File: src/rtl/core_pkg.sv
// Shared definitions for the RV64 core pipeline: register index width,
// forwarding-select encoding, the shadow destination entry kept by the hazard
// controller, and the hit/select helpers built on top of it.
package core_pkg;

    localparam int XREG_W = 5;

    localparam logic [1:0] FWD_NONE = 2'd0;
    localparam logic [1:0] FWD_MEM  = 2'd1;
    localparam logic [1:0] FWD_WB   = 2'd2;

    typedef struct packed {
        logic              valid;
        logic [XREG_W-1:0] rd;
        logic              we;
        logic              is_load;
    } shadow_entry_t;

    localparam shadow_entry_t SHADOW_EMPTY = '{valid: 1'b0, rd: '0, we: 1'b0, is_load: 1'b0};

    // True when entry e will write register r (x0 never counts as a producer).
    function automatic logic entry_hit(input shadow_entry_t e, input logic [XREG_W-1:0] r);
        return e.valid && e.we && (e.rd == r) && (r != '0);
    endfunction

    // True when entry e is a load that writes register r.
    function automatic logic load_hit(input shadow_entry_t e, input logic [XREG_W-1:0] r);
        return entry_hit(e, r) && e.is_load;
    endfunction

    // Operand select for a source that is about to enter EX. ex_e moves to MEM
    // and mem_e moves to WB at the same edge, so an ALU result in ex_e is taken
    // from the MEM path and anything in mem_e from the WB path. Load data only
    // appears on the WB path after the load-use stall has drained the load into
    // wb_e, so a load found there still feeds the consumer through WB.
    function automatic logic [1:0] fwd_sel(input shadow_entry_t ex_e,
                                           input shadow_entry_t mem_e,
                                           input shadow_entry_t wb_e,
                                           input logic [XREG_W-1:0] r);
        if (entry_hit(ex_e, r) && !ex_e.is_load) begin
            return FWD_MEM;
        end
        if (entry_hit(mem_e, r) || load_hit(wb_e, r)) begin
            return FWD_WB;
        end
        return FWD_NONE;
    endfunction

endpackage

File: src/rtl/fwd_hazard_ctrl_muldiv_seq.sv
// MUL/DIV occupancy sequencer: once a MUL/DIV op enters EX it keeps the stage
// busy for MULDIV_LAT-1 further cycles, counting down to 1 and then returning
// to IDLE. done marks the final busy cycle.
module muldiv_seq
    import core_pkg::*;
#(
    parameter int MULDIV_LAT = 4
) (
    input  logic clk,
    input  logic rstn,
    input  logic start,
    output logic busy,
    output logic done
);

    localparam int CNT_W = (MULDIV_LAT > 2) ? $clog2(MULDIV_LAT) : 1;
    localparam logic [CNT_W-1:0] CNT_INIT = CNT_W'(MULDIV_LAT - 1);
    localparam logic [CNT_W-1:0] CNT_LAST = CNT_W'(1);

    localparam logic [0:0] ST_IDLE = 1'b0;
    localparam logic [0:0] ST_BUSY = 1'b1;

    logic [0:0]       state;
    logic [CNT_W-1:0] cnt;

    // State and down-counter: load on start, leave BUSY after the count reaches 1.
    always_ff @(posedge clk or negedge rstn) begin
        if (!rstn) begin
            state <= ST_IDLE;
            cnt   <= '0;
        end else begin
            case (state)
                ST_IDLE: begin
                    if (start) begin
                        state <= ST_BUSY;
                        cnt   <= CNT_INIT;
                    end
                end
                default: begin
                    if (cnt == CNT_LAST) begin
                        state <= ST_IDLE;
                        cnt   <= '0;
                    end else begin
                        cnt <= cnt - CNT_W'(1);
                    end
                end
            endcase
        end
    end

    assign busy = (state == ST_BUSY);
    assign done = busy && (cnt == CNT_LAST);

endmodule

File: src/rtl/fwd_hazard_ctrl.sv
// Pipeline hazard controller for the RV64 5-stage core. Shadows the EX/MEM/WB
// destinations, produces the registered EX operand forwarding selects, and
// generates load-use / MUL-DIV stalls, ID/EX bubbles and the branch flush.
module fwd_hazard_ctrl
    import core_pkg::*;
#(
    parameter int XREG_W     = 5,
    parameter int MULDIV_LAT = 4
) (
    input  logic              clk,
    input  logic              rstn,
    input  logic              id_valid,
    input  logic [XREG_W-1:0] id_rs1,
    input  logic [XREG_W-1:0] id_rs2,
    input  logic              id_use_rs1,
    input  logic              id_use_rs2,
    input  logic [XREG_W-1:0] id_rd,
    input  logic              id_we,
    input  logic              id_is_load,
    input  logic              id_is_muldiv,
    input  logic              id_is_branch,
    input  logic              ex_branch_taken,
    output logic [1:0]        rs1_forwarding,
    output logic [1:0]        rs2_forwarding,
    output logic              stall_if_id,
    output logic              bubble_ex,
    output logic              flush_if_id,
    output logic              muldiv_busy
);

    shadow_entry_t ex_q, mem_q, wb_q;
    shadow_entry_t id_entry;
    logic          load_use;
    logic          flush;
    logic          advance;
    logic          muldiv_start;
    logic          muldiv_done;
    logic [1:0]    rs1_sel_nxt, rs2_sel_nxt;

    assign id_entry = '{valid: id_valid, rd: id_rd, we: id_we, is_load: id_is_load};

    // Detect a used source that depends on a load still in EX or MEM.
    always_comb begin
        load_use = 1'b0;
        if (id_valid) begin
            load_use = (id_use_rs1 && (load_hit(ex_q, id_rs1) || load_hit(mem_q, id_rs1)))
                    || (id_use_rs2 && (load_hit(ex_q, id_rs2) || load_hit(mem_q, id_rs2)));
        end
    end

    // A busy MUL/DIV owns EX: it ignores redirects and suppresses bubbles, and a
    // taken branch squashes whatever sits in ID instead of stalling on it.
    assign flush        = ex_branch_taken && !muldiv_busy;
    assign stall_if_id  = muldiv_busy || (load_use && !flush);
    assign bubble_ex    = !muldiv_busy && (flush || load_use);
    assign flush_if_id  = flush;
    assign advance      = !muldiv_busy && !load_use && !flush;
    assign muldiv_start = advance && id_valid && id_is_muldiv;

    // Select values for the instruction now in ID, zeroed where it does not read
    // the source or where the branch comparator handles its own forwarding.
    always_comb begin
        rs1_sel_nxt = FWD_NONE;
        rs2_sel_nxt = FWD_NONE;
        if (id_valid && !id_is_branch) begin
            if (id_use_rs1) begin
                rs1_sel_nxt = fwd_sel(ex_q, mem_q, wb_q, id_rs1);
            end
            if (id_use_rs2) begin
                rs2_sel_nxt = fwd_sel(ex_q, mem_q, wb_q, id_rs2);
            end
        end
    end

    // Shadow pipe: EX holds while MUL/DIV is busy and MEM receives a hole behind it.
    always_ff @(posedge clk or negedge rstn) begin
        if (!rstn) begin
            ex_q  <= SHADOW_EMPTY;
            mem_q <= SHADOW_EMPTY;
            wb_q  <= SHADOW_EMPTY;
        end else if (muldiv_busy) begin
            mem_q <= SHADOW_EMPTY;
            wb_q  <= mem_q;
        end else begin
            ex_q  <= advance ? id_entry : SHADOW_EMPTY;
            mem_q <= ex_q;
            wb_q  <= mem_q;
        end
    end

    // Forwarding selects follow the instruction into EX; bubbles carry no forwarding.
    always_ff @(posedge clk or negedge rstn) begin
        if (!rstn) begin
            rs1_forwarding <= FWD_NONE;
            rs2_forwarding <= FWD_NONE;
        end else if (!muldiv_busy) begin
            if (advance) begin
                rs1_forwarding <= rs1_sel_nxt;
                rs2_forwarding <= rs2_sel_nxt;
            end else begin
                rs1_forwarding <= FWD_NONE;
                rs2_forwarding <= FWD_NONE;
            end
        end
    end

    muldiv_seq #(
        .MULDIV_LAT (MULDIV_LAT)
    ) u_muldiv_seq (
        .clk   (clk),
        .rstn  (rstn),
        .start (muldiv_start),
        .busy  (muldiv_busy),
        .done  (muldiv_done)
    );

    // The last busy cycle must always release EX on the following edge.
    a_done_releases : assert property (@(posedge clk) disable iff (!rstn)
                                       muldiv_done |=> !muldiv_busy);

endmodule

File: config.mk
export PLATFORM = sky130hd
export DESIGN_NAME = fwd_hazard_ctrl
export DESIGN_NICKNAME = d
export VERILOG_FILES = /design/src/rtl/core_pkg.sv /design/src/rtl/fwd_hazard_ctrl_muldiv_seq.sv /design/src/rtl/fwd_hazard_ctrl.sv
export SDC_FILE = /design/constraint.sdc
export NUM_CORES = 1
export LEC_CHECK = 0
export ABC_CLOCK_PERIOD_IN_PS = 2400
export CORE_ASPECT_RATIO = 0.5
export CORE_MARGIN = 2
export CORE_UTILIZATION = 50
export CTS_BUF_LIST = sky130_fd_sc_hd__clkbuf_16
export CTS_CLUSTER_SIZE = 25
export DETAILED_ROUTE_END_ITERATION = 10
export GPL_ROUTABILITY_DRIVEN = 1
export PLACE_DENSITY = 0.79
export SLEW_MARGIN = 20
export SYNTH_ARGS = -nofsm -noshare
export SYNTH_HDL_FRONTEND = slang
export SYNTH_HIERARCHICAL = 1
export SYNTH_SLANG_ARGS = --single-unit
File: constraint.sdc
create_clock -name clk -period 2.4 [get_ports clk]
set_clock_uncertainty 0.05 [all_clocks]
set_input_delay 0.48 -clock clk [delete_from_list [all_inputs] [get_ports clk]]
set_output_delay 0.48 -clock clk [all_outputs]
set_load 0.05 [all_outputs]
Word-level counts from Yosys, hierarchy flattened

Cells that the tools add are included.

Bits in registers: 31
Word-level logic and storage cells: 109

Reductions and logical operators: 48
Multiplexer cells: 37
Add/sub/neg operators: 1
Equal/unequal tests: 7

Operators with widths:

| cell                                                               | number |
|---|---|
| 2-bit 2-to-1 mux                                                   | 17 |
| 1-bit logical AND                                                  | 33 |
| 5-bit == test                                                      | 6 |
| 1-bit 2-to-1 mux                                                   | 18 |
| 8-bit 2-to-1 mux                                                   | 2 |
| 5-bit nonzero test                                                 | 2 |
| 1-bit logical OR                                                   | 7 |
| 1-bit logical NOT                                                  | 5 |
| 2-bit by 1-bit == test with 1-bit output, second input constant    | 1 |
| 2-bit nonzero test                                                 | 1 |
| 2-bit by 1-bit subtractor with 2-bit output, second input constant | 1 |

Longest topological paths before layout

Gate-level depths: netlist of the first run.

Depth in word-level cells: 15
Depth in mapped cells: 8

Modules after synthesis

Netlist of the first run, hierarchy kept.

Modules (own cells, without submodules):

| module          | sequential area each (µm²) | instances | cells an instance | area each (µm²) |
|---|---|---|---|---|
| fwd_hazard_ctrl | 700.7                      | 1         | 131               | 1416.4 |
| muldiv_seq      | 75.1                       | 1         | 12                | 130.1 |

Worst setup path after synthesis of the first run

Ideal clock, no wire load.

Path type: input -> output
Start: input id_rs1[1]
End: output bubble_ex
Setup slack: -0.296 ns
Stages on the path: 7
Data arrival time: 2.166 ns
Data required time: 1.870 ns
Cell sequence: xor2_1 nor3_1 nand3_1 o21ai_1 a31oi_4 buf_6 a21oi_1

Longest elaborated chain between the ends: 10

RTL lines:

| element                        | line                  | source |
|---|---|---|
| from (decl)                    | fwd_hazard_ctrl.sv:13 | `input logic [XREG_W-1:0] id_rs1,` |
| 5-bit == test                  | core_pkg.sv:23        | `return e.valid && e.we && (e.rd == r) && (r != '0);` |
| 1-bit logical AND (2 in a row) | core_pkg.sv:23        |  |
| 1-bit logical AND              | core_pkg.sv:28        | `return entry_hit(e, r) && e.is_load;` |
| 1-bit logical OR *             | fwd_hazard_ctrl.sv:46 | `load_use = (id_use_rs1 && (load_hit(ex_q, id_rs1) \|\| load_hit(mem_q, id_rs1)))` |
| 1-bit logical AND *            | fwd_hazard_ctrl.sv:46 |  |
| 1-bit logical OR *             | fwd_hazard_ctrl.sv:47 | `\|\| (id_use_rs2 && (load_hit(ex_q, id_rs2) \|\| load_hit(mem_q, id_rs2)));` |
| 1-bit 2-to-1 mux *             | fwd_hazard_ctrl.sv:45 | `if (id_valid) begin` |
| 1-bit logical OR *             | fwd_hazard_ctrl.sv:55 | `assign bubble_ex = !muldiv_busy && (flush \|\| load_use);` |
| 1-bit logical AND *            | fwd_hazard_ctrl.sv:55 |  |
| to (decl)                      | fwd_hazard_ctrl.sv:26 | `output logic bubble_ex,` |

Every way passes the cells marked *; elsewhere a longest branch is shown, timed or not.

Worst setup path in the final report of the first run

Start: register ex_q[4] (netlist bit)
End: output bubble_ex

Longest elaborated chain between the ends: 10

RTL lines:

| element                              | line                                         | source |
|---|---|---|
| from (decl)                          | fwd_hazard_ctrl.sv:31                        | `shadow_entry_t ex_q, mem_q, wb_q;` |
| from (signal assigned)               | fwd_hazard_ctrl.sv:85                        | `ex_q <= advance ? id_entry : SHADOW_EMPTY;` |
| 5-bit == test                        | core_pkg.sv:23                               |  |
| 1-bit logical AND (2 in a row)       | core_pkg.sv:23                               |  |
| 1-bit logical AND                    | core_pkg.sv:28                               |  |
| 1-bit logical OR (on tied branches)  | fwd_hazard_ctrl.sv:46, fwd_hazard_ctrl.sv:47 |  |
| 1-bit logical AND (on tied branches) | fwd_hazard_ctrl.sv:46, fwd_hazard_ctrl.sv:47 |  |
| 1-bit logical OR *                   | fwd_hazard_ctrl.sv:47                        |  |
| 1-bit 2-to-1 mux *                   | fwd_hazard_ctrl.sv:45                        |  |
| 1-bit logical OR *                   | fwd_hazard_ctrl.sv:55                        |  |
| 1-bit logical AND *                  | fwd_hazard_ctrl.sv:55                        |  |

Marked as above.

==> flow_summary.toml, run 1 <==
[routing]
drc_errors = 0
drtIter0Drc = 90
via_per_inst = 5.793
final_antenna_net_count = 0
firstDrtPassIters = 4
post_drt_wl_per_cell_um = 18.44
via_count = 1425
wirelength_mm = 4.536

[clock_tree]
cts_buffers = 5
cts_tree = "done"
path_clk_slew_ns = 0.05
hold_buffers = 0
clkLatencyLatePin_ns = 0.28
cts.path.max_buffers = 2
cts_sinks = 31
cts_root_buf = "clkbuf_16"
htreeDepth = 2

[logic_synthesis]
yosys_warnings = 6
synthCells = 143
ys.flop_type = "dfrtp_1"
yosysSeqAreaShare_pct = 50.16
synth_nets = 169
ys_ff_latch = 31
async_reset_ff_share_pct = 100.0
syn_avg_cell_area_um2 = 10.81
synth_edf_count = 0
ys_types = 29
syn_area_um2 = 1546

[final_layout]
layout-drive-gt1-share_pct = 27.18
fillers = 187
area.growth.synth_to_final_pct = 46.36
layout.nets = 231
n_antenna_cell = 0
final_util_pct = 76.01

[sta]
clock.fmax_mhz = 406.7
period_share_pct = 102.5
rsz0062_at_grt = "true"
worst_slack_ns = -0.05907
slew_viol_final = 0
period_minus_slack_ns = 2.459
hold_viol = 0
slew_headroom_pct = 60.62
tns_ns = -0.08350
worst_slew_pin_slew_ns = 0.5907
setup_viol = 2

[placed_design]
port_buffers = 32
place_congestion = 0.8944
hpwl_mm = 2.825

[floorplanning]
die_w_um = 82.65
die_h_um = 43.33
fp.dieArea_um2 = 3581
fp.coreArea_um2 = 2978
rows = 14
start_util_pct = 51.93
ios = 33

[critical_path]
cp_data_required_time_ns = 1.87
worstSetupEndpointType = "primary output"
critPathArrivalTime_ns = 1.93
crit_type = "reg2out"
crit_fanout = 4
startpoint_type = "register"

[power]
leakagePower_nw = 1.030
ir_drop_v = 0.0006874
p_per_area_nw_per_um2 = 1004

[grt]
grt_pass1_vias = 1382
grt_antenna_before_repair = 0
grt_max_degree = 32
grt.total_usage_pct = 27.53
gr-total-overflow = 0
grt_pass1_wl_mm = 6.865

[outcome]
violations = "setup timing"
status = "complete, but fails checks"

[hold_path]
hold_path.class = "reg2reg"

[flow_run]
cap_viol_max_count = 0
-- synthesized netlist by cell type (2+ instances only) --
cell,count,area share [%]
clkbuf_1,2,0.49
nand3_1,9,2.9
a21oi_1,4,1.3
inv_1,3,0.73
xor2_1,21,12
nor3_1,7,2.3
nand2_1,7,1.7
a22o_1,2,1.1
nor2b_1,9,3.6
dfrtp_1,31,50
and4_1,2,1.1
nand4_1,2,0.81
xnor2_1,9,5.1
a32o_1,10,6.5
nor2_1,11,2.7
-- state kept, by name (all words and copies together) (netlist names) --
signal / count
ex_q: 8
u_muldiv_seq/busy: 1
rs1_forwarding: 2
u_muldiv_seq/cnt: 2
mem_q: 8
rs2_forwarding: 2
wb_q: 8
-- logic make-up after synthesis --
logic type | count (synthesis) | share of synthesized area [%]
flip-flops | 31 | 50.16
XOR/XNOR | 30 | 16.99
adder cells (fa/ha/maj) | 1 | 0.8089
AO/OA/AOI/OAI | 23 | 12.86
buffers and inverters | 6 | 1.942
AND/OR/NAND/NOR | 52 | 17.23
-- report_power, final --
group          leakage [nW]  total (mW)  internal, mW  switching, mW
sequential            0.408       0.888         0.688          0.200
clock                0.0701       0.587         0.372          0.215
combinational         0.553       0.797         0.387          0.410
-- placed cells by master (no fill, tap or decap), types with 2 or more instances in the layout --
| cell type | n |
|---|---|
| nor3_1 | 3 |
| xor2_1 | 21 |
| and4_1 | 2 |
| nor3_2 | 4 |
| dlygate4sd2_1 | 2 |
| buf_2 | 5 |
| a21oi_2 | 2 |
| a32o_1 | 10 |
| nand4_1 | 2 |
| a21oi_1 | 2 |
| clkdlybuf4s50_1 | 18 |
| xnor2_1 | 9 |
| a22o_1 | 2 |
| buf_4 | 27 |
| inv_1 | 4 |
| clkinv_1 | 2 |
| nand3_1 | 8 |
| dfrtp_1 | 30 |
| nor2b_1 | 9 |
| clkbuf_16 | 5 |
| nand2_1 | 7 |
| nor2_1 | 10 |
| buf_6 | 2 |
-- stage by stage --
stage	instance area [um2]	worst slack (ns)	power (mW)	hold slack, ns	instances
final	2263	-0.05907	2.272	0.3644	246
after global routing	2263	-0.1210	2.365	0.3788	246
after CTS	2258	-0.001665	2.208	0.3291	245
after detailed placement	2058	-0.4930	1.569	0.3183	232
after global placement	2058	-0.4440	1.540	0.3136	232
after floorplan	1554	0.01411	1.283	0.1344	143
-- path summary, 6_finish.rpt --
check / startpoint / to / slack, ns / cells after the start
hold reg to reg: mem_q[0] / wb_q[0] / 0.36 / 0
hold / removal: mem_q[0] / wb_q[0] / 0.36 / 0
min in group asynchronous: rstn / ex_q[6] / 0.54 / 2
max in group asynchronous: rstn / ex_q[2] / 1.46 / 2
setup / recovery: ex_q[4] / bubble_ex / -0.06 / 7
setup reg to reg: ex_q[4] / u_muldiv_seq/cnt[0] / 0.14 / 9
-- layout make-up --
| type | count | area (um2) | area share, % |
|---|---|---|---|
| Timing Repair Buffer | 58 | 494.2 | 21.84 |
| Inverter | 3 | 11.26 | 0.4975 |
| Multi-Input combinational cell | 106 | 794.5 | 35.10 |
| Clock inverter | 3 | 11.26 | 0.4975 |
| Sequential cell | 31 | 777.0 | 34.33 |
| Clock buffer | 5 | 125.1 | 5.528 |
| Tap cell | 40 | 50.05 | 2.211 |
-- per-layer routing --
metal  vias to the layer above  wire, um  GRT usage, %
met2                        86      2088         42.58
met4                         0       245         16.39
li1                        639         -             -
met3                        33       364         6.809
met5                         -         0             0
met1                       667      1838         35.45
-- critical path, stage by stage (launching register included) --
cell and delay [ns]:
dfrtp_1 0.46, xor2_1 0.22, nor3_2 0.22, nand3_1 0.15, o21ai_2 0.12, a31oi_4 0.14, a21oi_2 0.17, buf_6 0.18
-- timing repair --
item,4_1_cts,5_1_grt
setup buffers,5,1
pin swaps,12,8
setup endpoints to repair,5,2
gates resized for setup,37,6
No activity file was read; power rests on OpenSTA's default activity.
==> inputs of run 2 (changes only) <==
- CAP_MARGIN: default -> 5
- HOLD_SLACK_MARGIN: default -> 0.03
==> results of run 2 <==
Same layout as run 1: the final DEF is identical, and so are final timing and power.
